[src/rtl/myy_ctrl.sv]
// Purpose : microprogram control unit that sequences the BO control lines y[10:1]
//           for ADD, SUB, NEG and MUL.
// Latency : ADD/SUB/NEG take 4 cycles from the accept edge to done. MUL takes 2*N+2 cycles.
// Backpr. : start is accepted only in IDLE. While busy, start is ignored and not queued.
//
// Ports:
//   clk   - clock, rising edge
//   rst   - asynchronous active-high reset
//   start - operation request; sampled in IDLE only
//   cop   - operation code captured with start (00 ADD, 01 SUB, 10 MUL, 11 NEG)
//   f     - BO flags: f[0] multiplier sign, f[1] analysed multiplier bit, f[2] rr is -0
//   y     - BO control lines; combinational from state, op and f
//   busy  - high from the cycle after an accepted start through the FLAG cycle inclusive
//   done  - one-cycle pulse in the FLAG cycle
module myy_ctrl #(
  parameter int N = 4
) (
  input  logic        clk,
  input  logic        rst,
  input  logic        start,
  input  logic [1:0]  cop,
  input  logic [2:0]  f,
  output logic [10:1] y,
  output logic        busy,
  output logic        done
);

  localparam int CW = (N > 1) ? $clog2(N) : 1;
  localparam logic [CW-1:0] CNT_INIT = CW'(N - 1);
  localparam logic [CW-1:0] CNT_LAST = CW'(1);

  localparam logic [1:0] OP_ADD = 2'b00;
  localparam logic [1:0] OP_SUB = 2'b01;
  localparam logic [1:0] OP_MUL = 2'b10;
  localparam logic [1:0] OP_NEG = 2'b11;

  typedef enum logic [2:0] {
    IDLE = 3'd0,
    LOAD = 3'd1,
    EXEC = 3'd2,
    ROT  = 3'd3,
    ACC  = 3'd4,
    CORR = 3'd5,
    NORM = 3'd6,
    FLAG = 3'd7
  } state_t;

  state_t        state;
  logic [1:0]    op;
  logic [CW-1:0] cnt;

  // Sequencer. busy and done are registered together with the state, so they
  // change only on clock edges (or on reset).
  always_ff @(posedge clk or posedge rst) begin
    if (rst) begin
      state <= IDLE;
      op    <= 2'b00;
      cnt   <= '0;
      busy  <= 1'b0;
      done  <= 1'b0;
    end else begin
      case (state)
        IDLE: begin
          if (start) begin
            op    <= cop;
            busy  <= 1'b1;
            state <= LOAD;
          end
        end
        LOAD: begin
          if (op == OP_MUL) begin
            // One ROT/ACC pair for each magnitude bit of the multiplier.
            cnt   <= CNT_INIT;
            state <= ROT;
          end else begin
            state <= EXEC;
          end
        end
        EXEC: state <= NORM;
        ROT:  state <= ACC;
        ACC: begin
          cnt <= cnt - 1'b1;
          if (cnt == CNT_LAST) state <= CORR;
          else                 state <= ROT;
        end
        CORR: state <= NORM;
        NORM: begin
          done  <= 1'b1;
          state <= FLAG;
        end
        FLAG: begin
          done  <= 1'b0;
          busy  <= 1'b0;
          state <= IDLE;
        end
        default: state <= IDLE;
      endcase
    end
  end

  // Control lines. BO flags are combinational from its registers, so f is used
  // in the same cycle that it is produced.
  always_comb begin
    y = '0;
    case (state)
      LOAD: begin
        y[1] = 1'b1;  // RA <- a
        y[2] = 1'b1;  // with y3: RB <- b
        y[3] = 1'b1;
        y[8] = 1'b1;  // rr <- 0
      end
      EXEC: begin
        y[6] = 1'b1;
        y[7] = 1'b1;  // rr <- sum
        case (op)
          OP_ADD: y[4] = 1'b1;
          OP_SUB: y[5] = 1'b1;
          OP_NEG: begin
            y[5] = 1'b1;
            y[9] = 1'b1;  // adder q = rr, which is still 0 after LOAD
          end
          default: ;
        endcase
      end
      ROT: y[7] = 1'b1;  // without y6: rotate rr left
      ACC: begin
        y[3] = 1'b1;  // without y2: shift RB left, keeping the sign
        // f[1] reflects RB before this cycle's shift.
        if (f[1]) begin
          y[4] = 1'b1;
          y[6] = 1'b1;
          y[7] = 1'b1;
          y[9] = 1'b1;
        end
      end
      CORR: begin
        // A negative one's-complement multiplier needs rr <- rr - A.
        if (f[0]) begin
          y[5] = 1'b1;
          y[6] = 1'b1;
          y[7] = 1'b1;
          y[9] = 1'b1;
        end
      end
      NORM: begin
        if (f[2]) y[8] = 1'b1;  // fold -0 into +0
      end
      FLAG: y[10] = 1'b1;
      default: ;
    endcase
  end

endmodule

[config.mk]
export PLATFORM = sky130hd
export DESIGN_NAME = myy_ctrl
export DESIGN_NICKNAME = d
export VERILOG_FILES = /design/src/rtl/myy_ctrl.sv
export SDC_FILE = /design/constraint.sdc
export NUM_CORES = 1
export LEC_CHECK = 0
export BUFFER_PORTS_ARGS = -buffer_cell sky130_fd_sc_hd__buf_2
export CAP_MARGIN = 5
export CORE_AREA = 2 2 39 41
export DETAILED_ROUTE_END_ITERATION = 10
export DIE_AREA = 0 0 41 43
export PLACE_DENSITY = 0.75
export SYNTH_ARGS = -nofsm -noshare
export SYNTH_HDL_FRONTEND = slang
export SYNTH_SLANG_ARGS = --single-unit
[constraint.sdc]
create_clock -name clk -period 1.4 [get_ports clk]
set_input_delay 0 -clock clk [delete_from_list [all_inputs] [get_ports clk]]
set_output_delay 0 -clock clk [all_outputs]
set_load 0.01 [all_outputs]
* Yosys cells after proc, flatten, opt, wreduce, memory -nomap -nowiden *
Cells that the tools add are included.

storage, ports and cells
  bits of input ports = 8
  register bits after elaboration = 9
  memories = 0
  RAM bits = 0
  logic and storage cells = 57
  bits in latches = 0
  ROM bits = 0

cells by class
  mux-type cells = 26
  shifts and indexed selects = 0
  add/sub/neg operators = 1
  $lt $le $gt $ge = 0
  equality and inequality tests = 13
  multipliers = 0
  reduce and logical (&&, ||, !) cells = 12
  bitwise gates (word level) = 0
  divide/modulo/power cells = 0

operators with widths
  cell                                                                   number
  3-bit one-hot mux with 7 select lines                                  1
  3-bit equality test, second input constant                             4
  1-bit 2-to-1 mux                                                       10
  1-bit one-hot mux with 2 select lines                                  5
  3-bit 2-to-1 mux                                                       3
  1-bit one-hot mux with 3 select lines                                  3
  2-bit OR reduction                                                     4
  3-bit by 2-bit equality test with 1-bit output, second input constant  2
  2-bit 2-to-1 mux                                                       3
  2-bit AND reduction                                                    3
  2-bit nonzero test                                                     3
  2-bit by 1-bit equality test with 1-bit output, second input constant  2
  2-bit equality test, second input constant                             2
  2-bit inequality test, second input constant                           2
  2-bit one-hot mux with 2 select lines                                  1
  3-bit by 1-bit equality test with 1-bit output, second input constant  1
  3-bit logical NOT                                                      1
  2-bit logical NOT                                                      1
  2-bit by 1-bit subtractor with 2-bit output, second input constant     1

* Logic depth before layout (Yosys ltp) *
  depth after elaboration = 4
  mapped depth = 5
  depth with buffers taken out = 5

* Worst setup path before layout *
OpenSTA, ideal clock, no wires.

  path kind = flip-flop to flip-flop
  start = register state[1]
  end = register op[0]
  buffers on the path = 0
  clock period less this slack = 1.196 ns
  path slack = 0.204 ns
  stages on the path, launching flop included = 3
  data required time = 1.272 ns
  arrival time = 1.068 ns
  cell sequence = dfrtp_1 nor4b_4 mux2_1

on the way
  word-level cells in the longest chain between the ends = 2

ends and longest elaborated chain
  element                               RTL line  text
  start, declared                       48        state_t state;
  start signal, assigned                56        state <= IDLE;
  start signal, assigned                67        state <= LOAD;
  start signal, assigned                74        state <= ROT;
  3-bit logical NOT                     62        case (state)
  2-bit AND reduction (no source line)  n/a
  end signal, assigned                  65        op <= cop;
  end, declared                         49        logic [1:0] op;

No other way between the ends.
A chain may end at the register's enable or synchronous reset.

* Final worst setup path *
  start = register state[2]
  end = output port y[9] in the netlist's numbering

on the way
  word-level cells in the longest chain between the ends = 2
  elaborated cells between the ends (all ways) = 4
  those cells by class = 3 x eq/ne; 1 x mux

ends and longest elaborated chain
  element                                                                                       RTL line  text
  3-bit equality test / 3-bit by 2-bit equality test with 1-bit output (equally long branches)  105       case (state)
  1-bit one-hot mux with 3 select lines *                                                       105
  end, declared                                                                                 23        output logic [10:1] y,

Every way passes the cells marked *; elsewhere a longest branch is shown, timed or not.

==> impl_metrics.csv <==
group,metric,value,unit
detailed_routing,drc,0,
floorplan,num_io_pins,20,
floorplan,rows,14,
pwr,intPower,1.19,mW
floorplan,die_h,43,um
synth,synth.area.top_cells,"dfrtp_1 (38%), nand2_1 (5.7%), a21oi_1 (4.2%)",
cells_and_area,layout.cells.non_filler,113,
cells_and_area,final_cell_mix,"buf_2 (19), nand2_1 (8), buf_4 (7), dfrtp_1 (6)",
critical_path,cp_slowest_cell,"dfrtp_2",
pwr,powerDensity,2440,mW/mm^2
floorplan,die_width,41,um
clock_network,insertion_delay,0.27,ns
detailed_routing,ant_nets,0,
clock_network,clkSinkCount,9,
grt,grt_pass1_vias,463,
clock_network,cts_root_buf,"clkbuf_4",
clock_network,cts_tree,"done",
timing,fin_crit,1.39,ns
detailed_routing,via_per_inst,5.14,
placement,gp_congestion,0.737,
timing,setup_slack,0.0146,ns
floorplan,initial_core_util,43.1,%
detailed_routing,wire_per_inst,12.5,um
detailed_routing,dr.pass1.iters,4,
critical_path,crit_path_start_kind,"flop",
synth,yosys.area.top_type_share,37.7,%
cells_and_area,final_area,862,um^2
synth,synth_nets,75,
grt,grt_max_degree,22,
cells_and_area,syn2layout_area_growth,44.4,%
timing,holdWs,0.0535,ns
cells_and_area,nets,107,
synth,ys_types,28,
synth,syn_area,597,um^2
cells_and_area,layout-drive-gt1-share,48.5,%
placement,post-place-ws,0.128,ns
grt,grt.total_usage,16.8,%
placement,io_buffer_count,19,
pwr,p_clk_share,9.6,%
placement,dpl.cell_count,100,
grt,grt_pass1_wl,1990,um
timing,fin_tns_setup,0,ns
timing,finalCritPeriodShare,99.0,%
critical_path,cp.arrival,1.39,ns
outcome,status,"completed",
synth,yosysWarnings,0,
clock_network,clock_path_buffers,2,
critical_path,crit_required,1.40,ns
timing,slew_viol_final,0,
synth,synth_seq_cells,9,
timing,finalHoldViolCount,0,
cells_and_area,layout_commonest_cell,"buf_2",
cells_and_area,antenna_cells,0,
cells_and_area,final_util,62.3,%
clock_network,clk_pin_slew,0.07,ns
clock_network,htreeDepth,1,
detailed_routing,vias,581,
critical_path,path_max_fanout,6,
pwr,combPwrFrac,64.1,%
detailed_routing,wirelength,1420,um
pwr,peakVddDrop,0.00130,V
synth,seq_area_frac_synth,37.7,%
timing,rsz0062_at_grt,"true",
floorplan,core,0.00138,mm^2
grt,antenna_found_initial,0,
hold_path,hold_path.class,"in -> reg",
placement,postPlaceCellArea,697,um^2
grt,overflow,0,
floorplan,die_area,0.00176,mm^2
timing,worst_slew_pin_slew,0.354,ns
critical_path,cp_cell_sequence,"buf_4, nor2_4, nand3_1, o21ai_1, buf_2",
timing,relSlewSlack,76.4,%
pwr,p_switching,0.912,mW
clock_network,numCtsBuffers,3,
critical_path,crit_path_max_incr_delay,0.44,ns
pwr,leakagePower,0.449,nW
synth,yosysTopAreaCell,"dfrtp_1",
timing,max_freq,0.722,GHz
pwr,seq_power_share,26.3,%
flow_run,maxCapViolations,0,
pwr,p_total,2.10,mW
critical_path,worstSetupPathType,"reg -> out",
timing,setup_viol,0,
detailed_routing,drt_iter0_drc,6,
pwr,swShare,43.4,%
timing,clock_skew,0.00736,ns
synth,syn_inst,66,
synth,syn_area_per_cell,9.04,um^2
placement,place_hpwl,900,um
critical_path,critPathCaptureType,"output pin",
## final timing paths
check | from | endpoint | slack, ns | cells after the start
max | state[2] | y[9] | 0.01 | 5
max reg2reg | state[2] | cnt[0] | 0.06 | 4
max in group asynchronous | rst | state[2] | 0.89 | 3
min in group asynchronous | rst | done | 0.22 | 3
min | start | state[0] | 0.05 | 3
min reg2reg | done | done | 0.52 | 1
## cells in the mapped netlist, drive strengths merged
cell type and instances:
a31oi 1, nor4b 2, buf 5, o21ai 11
a21oi 5, dfrtp 9, a211oi 1, nor2b 1
nand3 2, o21ba 1, nand2b 2, nand2 10
and3 1, o22ai 1, and4bb 1, mux2 3
inv 6, ha 1, nor2 3
## cell type report
type	count	area [um^2]
inverters	6	22.5
flip-flops and latches	9	229
fillers	111	522
clock buffers	3	22.5
clock inverters	1	5.00
repair buffers	32	221
well taps	16	20.0
multi-input cells	46	342
## cells by family after synthesis
group                      after synthesis  synth area share, %
adders and majority gates                1                 2.10
and+or+nand+nor                         22                 23.5
muxes                                    3                 6.29
DFF                                      9                 37.7
AOI/OAI and AO/OA                       20                 19.1
buffers and inverters                   11                 11.3
## critical path: cells and delay by family, from the launching register on
| family | cells | cell delay [ns] |
|---|---|---|
| AO/OA/AOI/OAI | 1 | 0.15 |
| buffers and inverters | 2 | 0.30 |
| flip-flops | 1 | 0.44 |
| AND/OR/NAND/NOR | 2 | 0.23 |
## sequential cells by signal (all words and copies together) (netlist names)
name,count
state,3
cnt,2
op,2
busy,1
done,1
## timing repair
action | 4_1_cts | 5_1_grt
endpoints found under the hold margin | 11 | 0
endpoints found under the setup margin | 9 | 8
setup buffers | 3 | 3
pin swaps | 0 | 3
gates resized for setup | 4 | 11
gates cloned | 0 | 0
hold buffers | 3 | 0
## power groups by stage
stage          Combinational [mW]  Sequential, mW  Clock (mW)
2_1_floorplan               0.778           0.531           0
3_3_place_gp                0.986           0.561           0
3_5_place_dp                0.994           0.573           0
4_1_cts                      1.12           0.540       0.206
5_1_grt                      1.50           0.568       0.221
6_report                     1.35           0.553       0.202
## per-layer routing
layer | up-vias | share of wire [%] | wire length, um | GRT usage [%]
met5 | - | 0 | 0 | 0
met4 | 0 | 1.8 | 26 | 8.00
met3 | 4 | 5.3 | 75 | 1.57
met2 | 23 | 51 | 729 | 26.9
met1 | 264 | 41 | 585 | 21.4
li1 | 290 | - | - | -
Power figures use the tool's default switching activity.
